--- src/rtl/target_pkg.sv ---
// Shared types and default parameters for the reaction-game round controller.
package target_pkg;

  typedef enum logic [2:0] {
    ST_IDLE = 3'd0,
    ST_ARM  = 3'd1,
    ST_LOAD = 3'd2,
    ST_SHOW = 3'd3,
    ST_GAP  = 3'd4,
    ST_OVER = 3'd5
  } state_e;

  localparam int unsigned ARM_CYCLES = 2;
  localparam int unsigned IDX_W      = 3;
  localparam int unsigned LED_W      = 8;

  localparam int unsigned HOLD_CYCLES_DEF = 8;
  localparam int unsigned GAP_CYCLES_DEF  = 2;
  localparam int unsigned MAX_MISS_DEF    = 3;
  localparam int unsigned SCORE_W_DEF     = 4;

endpackage

--- src/rtl/target_ctrl_idx_decode.sv ---
// Combinational 3-to-8 one-hot decoder driving the target LEDs.
module idx_decode
  import target_pkg::*;
(
  input  logic [IDX_W-1:0] idx_i,
  output logic [LED_W-1:0] onehot_c
);

  always_comb begin
    onehot_c        = '0;
    onehot_c[idx_i] = 1'b1;
  end

endmodule

--- src/rtl/target_ctrl.sv ---
// Game-round controller: picks a target per round, judges presses, keeps score,
// and ends the game after MAX_MISS misses.
module target_ctrl
  import target_pkg::*;
#(
  parameter int unsigned HOLD_CYCLES = HOLD_CYCLES_DEF,
  parameter int unsigned GAP_CYCLES  = GAP_CYCLES_DEF,
  parameter int unsigned MAX_MISS    = MAX_MISS_DEF,
  parameter int unsigned SCORE_W     = SCORE_W_DEF
) (
  input  logic               clk,
  input  logic               reset,
  input  logic               active,
  input  logic [2:0]         rnd,
  input  logic               press,
  input  logic [2:0]         press_idx,
  output logic [7:0]         leds,
  output logic               hit,
  output logic               miss,
  output logic [SCORE_W-1:0] score,
  output logic               game_over
);

  localparam int unsigned TIMER_W = (HOLD_CYCLES > 1) ? $clog2(HOLD_CYCLES) : 1;
  localparam int unsigned GAP_W   = $clog2(GAP_CYCLES + 1);
  localparam int unsigned MISS_W  = $clog2(MAX_MISS + 1);
  localparam int unsigned ARM_W   = $clog2(ARM_CYCLES + 1);

  state_e               state_q, state_d;
  logic [ARM_W-1:0]     arm_cnt_q, arm_cnt_d;
  logic [TIMER_W-1:0]   timer_q, timer_d;
  logic [GAP_W-1:0]     gap_cnt_q, gap_cnt_d;
  logic [MISS_W-1:0]    miss_cnt_q, miss_cnt_d;
  logic [IDX_W-1:0]     tgt_q, tgt_d;
  logic [IDX_W-1:0]     round_q, round_d;
  logic [SCORE_W-1:0]   score_q, score_d;
  logic                 hit_q, hit_d;
  logic                 miss_q, miss_d;
  logic [LED_W-1:0]     leds_q, leds_d;
  logic                 game_over_q, game_over_d;
  logic [LED_W-1:0]     tgt_onehot;

  // Decode the next target so the LEDs light on the first SHOW cycle.
  idx_decode u_idx_decode (
    .idx_i    (tgt_d),
    .onehot_c (tgt_onehot)
  );

  always_comb begin
    state_d    = state_q;
    arm_cnt_d  = arm_cnt_q;
    timer_d    = timer_q;
    gap_cnt_d  = gap_cnt_q;
    miss_cnt_d = miss_cnt_q;
    tgt_d      = tgt_q;
    round_d    = round_q;
    score_d    = score_q;
    hit_d      = 1'b0;
    miss_d     = 1'b0;

    case (state_q)
      ST_IDLE: begin
        if (active) begin
          state_d   = ST_ARM;
          arm_cnt_d = '0;
        end
      end
      ST_ARM: begin
        if (arm_cnt_q == ARM_W'(ARM_CYCLES - 1)) state_d = ST_LOAD;
        else arm_cnt_d = arm_cnt_q + ARM_W'(1);
      end
      ST_LOAD: begin
        tgt_d   = rnd + round_q;
        timer_d = '0;
        state_d = ST_SHOW;
      end
      ST_SHOW: begin
        // A press in the final lit cycle wins over the timeout.
        if (press) begin
          if (press_idx == tgt_q) begin
            hit_d = 1'b1;
            if (score_q != {SCORE_W{1'b1}}) score_d = score_q + SCORE_W'(1);
          end else begin
            miss_d     = 1'b1;
            miss_cnt_d = miss_cnt_q + MISS_W'(1);
          end
        end else if (timer_q == TIMER_W'(HOLD_CYCLES - 1)) begin
          miss_d     = 1'b1;
          miss_cnt_d = miss_cnt_q + MISS_W'(1);
        end else begin
          timer_d = timer_q + TIMER_W'(1);
        end
        if (hit_d || miss_d) begin
          state_d   = ST_GAP;
          gap_cnt_d = '0;
          round_d   = round_q + IDX_W'(1);
        end
      end
      ST_GAP: begin
        if (gap_cnt_q == GAP_W'(GAP_CYCLES - 1)) begin
          state_d = (miss_cnt_q == MISS_W'(MAX_MISS)) ? ST_OVER : ST_LOAD;
        end else begin
          gap_cnt_d = gap_cnt_q + GAP_W'(1);
        end
      end
      ST_OVER: begin
        state_d = ST_OVER;
      end
      default: begin
        state_d = ST_IDLE;
      end
    endcase

    // Dropping active abandons the game from any state.
    if (!active) begin
      state_d    = ST_IDLE;
      arm_cnt_d  = '0;
      timer_d    = '0;
      gap_cnt_d  = '0;
      miss_cnt_d = '0;
      tgt_d      = '0;
      round_d    = '0;
      score_d    = '0;
      hit_d      = 1'b0;
      miss_d     = 1'b0;
    end

    leds_d      = '0;
    game_over_d = 1'b0;
    if (state_d == ST_SHOW) begin
      leds_d = tgt_onehot;
    end else if (state_d == ST_OVER) begin
      leds_d      = '1;
      game_over_d = 1'b1;
    end
  end

  always_ff @(posedge clk or posedge reset) begin
    if (reset) begin
      state_q     <= ST_IDLE;
      arm_cnt_q   <= '0;
      timer_q     <= '0;
      gap_cnt_q   <= '0;
      miss_cnt_q  <= '0;
      tgt_q       <= '0;
      round_q     <= '0;
      score_q     <= '0;
      hit_q       <= 1'b0;
      miss_q      <= 1'b0;
      leds_q      <= '0;
      game_over_q <= 1'b0;
    end else begin
      state_q     <= state_d;
      arm_cnt_q   <= arm_cnt_d;
      timer_q     <= timer_d;
      gap_cnt_q   <= gap_cnt_d;
      miss_cnt_q  <= miss_cnt_d;
      tgt_q       <= tgt_d;
      round_q     <= round_d;
      score_q     <= score_d;
      hit_q       <= hit_d;
      miss_q      <= miss_d;
      leds_q      <= leds_d;
      game_over_q <= game_over_d;
    end
  end

  assign leds      = leds_q;
  assign hit       = hit_q;
  assign miss      = miss_q;
  assign score     = score_q;
  assign game_over = game_over_q;

endmodule

--- config.mk ---
export PLATFORM = sky130hd
export DESIGN_NAME = target_ctrl
export DESIGN_NICKNAME = d
export VERILOG_FILES = /design/src/rtl/target_pkg.sv /design/src/rtl/target_ctrl_idx_decode.sv /design/src/rtl/target_ctrl.sv
export SDC_FILE = /design/constraint.sdc
export NUM_CORES = 1
export LEC_CHECK = 0
export CAP_MARGIN = 0
export CELL_PAD_IN_SITES_DETAIL_PLACEMENT = 0
export CELL_PAD_IN_SITES_GLOBAL_PLACEMENT = 1
export CORE_MARGIN = 2
export CORE_UTILIZATION = 38
export CTS_CLUSTER_SIZE = 12
export DETAILED_ROUTE_END_ITERATION = 16
export PLACE_DENSITY = 0.71
export SYNTH_ARGS = -nofsm -noshare
export SYNTH_HDL_FRONTEND = slang
export SYNTH_SLANG_ARGS = --single-unit
--- constraint.sdc ---
create_clock -name clk -period 1.8 [get_ports clk]
set_clock_uncertainty 0.05 [all_clocks]
set_input_delay 0.36 -clock clk [delete_from_list [all_inputs] [get_ports clk]]
set_output_delay 0.36 -clock clk [all_outputs]
set_load 0.005 [all_outputs]
==> metrics.log, run 1 <==
INFO  metric status = finished with violations
INFO  metric failed_checks = setup timing
INFO  metric worst-path-stages = 8
INFO  metric antenna_found_initial = 0
INFO  metric timing.final.crit_period = roughly 1.8 ns
INFO  metric fmaxAchievable = about 550 MHz
INFO  metric clock_insertion_delay_worst_skew = 0.29 ns
INFO  metric finalSetupViolCount = 3
INFO  metric worst-endpoint-required = 1.96 ns
INFO  metric antenna_diode_count = 0
INFO  metric worst-setup-path-type = flip-flop to flip-flop
INFO  metric layout_area_overhead = 37.2%
INFO  metric synth_nets = 192
INFO  metric grt_first_pass_wirelength = 7.08 mm
INFO  metric wl_per_cell = 15.4 µm
INFO  metric relSlewSlack = 71.7%
INFO  metric finish.net_count = about 240
INFO  metric drt.antenna.violating_nets = 0
INFO  metric grt_util_all_layers = between 10% and 20%
INFO  metric worst_path_dominant_cell_family = adder cells
INFO  metric p_seq_share = 44.6%
INFO  metric compound_cell_area_share_of_the_yosys_netlist = 16.7%
INFO  metric die_area = approximately 0.0052 mm²
INFO  metric worst_voltage_drop_across_the_vdd_grid = slightly below 500 µV
INFO  metric dr.first_iter.drc_count = 87
INFO  metric finalWirelength = ~4.2 mm
INFO  metric fp.coreArea = ~0.0044 mm²
INFO  metric port_buffers = 24
INFO  metric netlist.area_leader.share = about 47%
INFO  metric floorplan.die.height = around 70 µm
INFO  metric crit_path_start_kind = flip-flop
INFO  metric maximum_number_of_pins_on_one_net_before_global_route_repair = 34
INFO  metric ctsRootBufferMaster = clkbuf_8
INFO  metric synth_sequential_area_ratio = 47.0%
INFO  metric worst-slew-pin-transition = 0.424 ns
INFO  metric row_count = 24
INFO  metric swShare = between 20 and 25%
INFO  metric floorplan.die.width = slightly above 70 µm
INFO  metric timing.hold.worst.class = input pin to async pin
INFO  metric layout_worst_path_cycle_share = 101%
INFO  metric synth_simple_gate_area_share = 20.2%
INFO  metric crit_arrival = roughly 2.0 ns
INFO  metric area_leader_netlist = dfrtp_1
INFO  metric critical_path.endpoint_type = flip-flop
INFO  metric worst_r2r_path_cells = 8
INFO  metric count_of_flip_flops_with_a_built_in_enable_after_synthesis = 0
INFO  metric top_level_ports = 25
INFO  metric cts_htree_levels = 2
INFO  metric yosys_warnings = 0
INFO  metric p_int = about 1.3 mW
INFO  metric post_synth_num_cell_types = 48
INFO  metric number_of_vias_after_detailed_routing = roughly 1500
INFO  metric buffer_levels_on_the_longest_clock_path = 2
INFO  metric timing.final.max_slew_violations = 0
INFO  metric routabilityCongestion = a little over 0.8
INFO  metric timing_hold_violations_final = 0
INFO  metric tritoncts.num_buffers = 5
INFO  metric gr-total-overflow = 0
INFO  metric post_cts.repair.setup_buffers = 0
INFO  metric critical_path.reg2reg.startpoint = round_q[0]
INFO  metric finalCoreUtilization = 54.6%
INFO  metric layout-drive-gt1-share = about 26%
INFO  metric rr_endpoint = leds[0]
INFO  metric synth-seq-cells = 33
INFO  metric final.fill_count = between 300 and 400
INFO  metric viasPerCell = about 5.4
INFO  metric finalWorstSetupSlack = -0.0158 ns
INFO  metric cap_violations = 0
INFO  metric postSynthCellCount = 173
INFO  metric post-synth-top-count-cell = dfrtp_1
INFO  metric main_combinational_cell_family_by_area_after_synthesis = simple AND/OR/NAND/NOR gates
INFO  metric clock_power_share = around two fifths
INFO  metric grt_pass1_vias = 1532
INFO  metric dp_hpwl = ~3.0 mm
INFO  metric cellPowerDensity = roughly 740 mW/mm²
INFO  metric post_synth_mux_area_share = 1.78%
INFO  metric synthesis.area = ~0.0018 mm²
INFO  metric worst_path_max_delay_cell = fa_2
INFO  metric synth.cells.most_frequent = 33 x dfrtp_1, 16 x nor2_1, 13 x nand2_1
INFO  metric tritoncts = yes
INFO  metric worst_setup_hold_path_clk_slew = about 0.07 ns
INFO  metric synth_adder_area_share = between 6 and 7%
INFO  metric detail_route.drc_violations = 0
INFO  metric grt_setup_unrepaired = yes
INFO  metric avgSynthCellArea = about 10 µm²
INFO  metric power.leakage = around 1.1 nW
INFO  metric iteration_count_of_the_initial_detailed_routing_pass = 4
INFO  metric synth-async-reset-ratio = between 90% and 100%
INFO  metric final.setup.tns = -0.0230 ns
INFO  metric synth_xor_xnor_area_share = 3.49%
INFO  metric minimum_setup_slack_among_reg_to_reg_paths = -0.02 ns
INFO  metric power_switching = between 0.4 and 0.5 mW
INFO  metric cts.sink_count = 33
INFO  metric worst-path-max-fanout = 2
INFO  metric timing.critical_path.slowest_cell_delay = 0.50 ns
INFO  metric initial_utilization = slightly below 40%
INFO  metric critical_path.n_buffers_inverters = 2
INFO  metric synth_top_cells_by_area = dfrtp_1 47%, ha_1 5.7%, xnor2_1 3.5%
INFO  metric postSynth.topFlopCell = dfrtp_1
INFO  metric worstPathCellList = ha_2, inv_2, fa_2, nand4bb_1, o211ai_1, buf_4, nand2_1, o21ai_1
INFO  metric combPwrFrac = around 15%
==> cell usage in the layout, fill, tap and decap left out, types with 3 or more instances in the layout <==
master,n
a211oi_1,3
clkbuf_8,6
nand2_1,10
dfrtp_1,32
xnor2_1,5
buf_4,25
o21a_1,3
clkdlybuf4s50_1,22
inv_1,8
nor4_1,3
a21oi_1,9
o21ai_1,7
ha_1,5
nor3b_1,3
nor2_1,16
nand2_2,3
o21ai_0,5
inv_2,3
==> layer usage <==
metal / vias up / routed length [µm] / GRT usage, %
met5: - / 0 / 0
met4: 0 / 56 / 6.71
met3: 5 / 116 / 4.31
met2: 20 / 2110 / 30.0
met1: 744 / 1950 / 22.3
li1: 716 / - / -
==> sequential cells by signal (all words and copies together), names as in the netlist, 2 cells and up <==
register,flops
round_q,3
miss_cnt_q,2
score,4
gap_cnt_q,2
tgt_q,3
state_q,3
leds,8
arm_cnt_q,2
timer_q,3
==> worst min-delay path, cell delays in order <==
cell and delay [ns]:
clkdlybuf4s50_1 0.40, inv_1 0.05, buf_4 0.38
==> final cells by class <==
class | instances | area, µm² | area share [%]
multi-input cells | 122 | 933 | 38.8
inverters | 11 | 41.3 | 1.71
clock inverters | 1 | 30.0 | 1.25
well taps | 52 | 65.1 | 2.70
repair buffers | 49 | 425 | 17.7
clock buffers | 7 | 86.3 | 3.58
flip-flops and latches | 33 | 827 | 34.3
==> repair_timing <==
action / in CTS / in global routing
resized for setup: 8 / 15
hold buffers: 0 / 0
setup endpoints to repair: 11 / 16
hold endpoints to repair: 0 / 0
pin swaps: 4 / 6
==> worst max-delay path by stage <==
stage,endpoint,slack (ns),from
final,leds[0],-0.02,round_q[0]
after global routing,leds[1],-0.12,round_q[0]
after CTS,leds[3],-0.006,round_q[0]
after detailed placement,leds[1],-0.48,rnd[0]
after global placement,leds[0],-0.46,rnd[0]
after floorplan,timer_q[0],0.09,timer_q[0]
==> cells by family after synthesis <==
group	Yosys count
AND/OR/NAND/NOR	59
AO/OA/AOI/OAI	44
flip-flops	33
buffers and inverters	18
adder cells (fa/ha/maj)	9
XOR/XNOR	7
multiplexers	3
==> power by group through the flow <==
stage / registers (mW) / logic [mW] / clock network, mW
after floorplan: 0.791 / 0.152 / 0
after detailed placement: 0.808 / 0.258 / 0
after CTS: 0.794 / 0.261 / 0.737
final: 0.796 / 0.269 / 0.719
after global placement: 0.806 / 0.250 / 0
after global routing: 0.799 / 0.297 / 0.772
==> stage by stage <==
stage	cell area (µm²)	worst slack, ns	hold slack [ns]	power, mW	std cells
finish	2410	-0.0158	0.419	1.78	275
global route	2410	-0.121	0.475	1.87	275
CTS	2340	-0.00605	0.436	1.79	275
detailed placement	2220	-0.478	0.464	1.07	267
global placement	2220	-0.456	0.455	1.06	267
floorplan	1760	0.0896	0.435	0.944	173
(Power assumes the default switching activity.)
==> inputs of run 2 (changes only) <==
--- a/config.mk
+++ b/config.mk
@@ -10,6 +10,7 @@
 export CELL_PAD_IN_SITES_GLOBAL_PLACEMENT = 1
 export CORE_MARGIN = 2
 export CORE_UTILIZATION = 38
+export CTS_CLUSTER_DIAMETER = 60
 export CTS_CLUSTER_SIZE = 12
 export DETAILED_ROUTE_END_ITERATION = 16
 export PLACE_DENSITY = 0.71
==> results of run 2 <==
The final DEF is identical to that of run 1; final timing and power are the same.
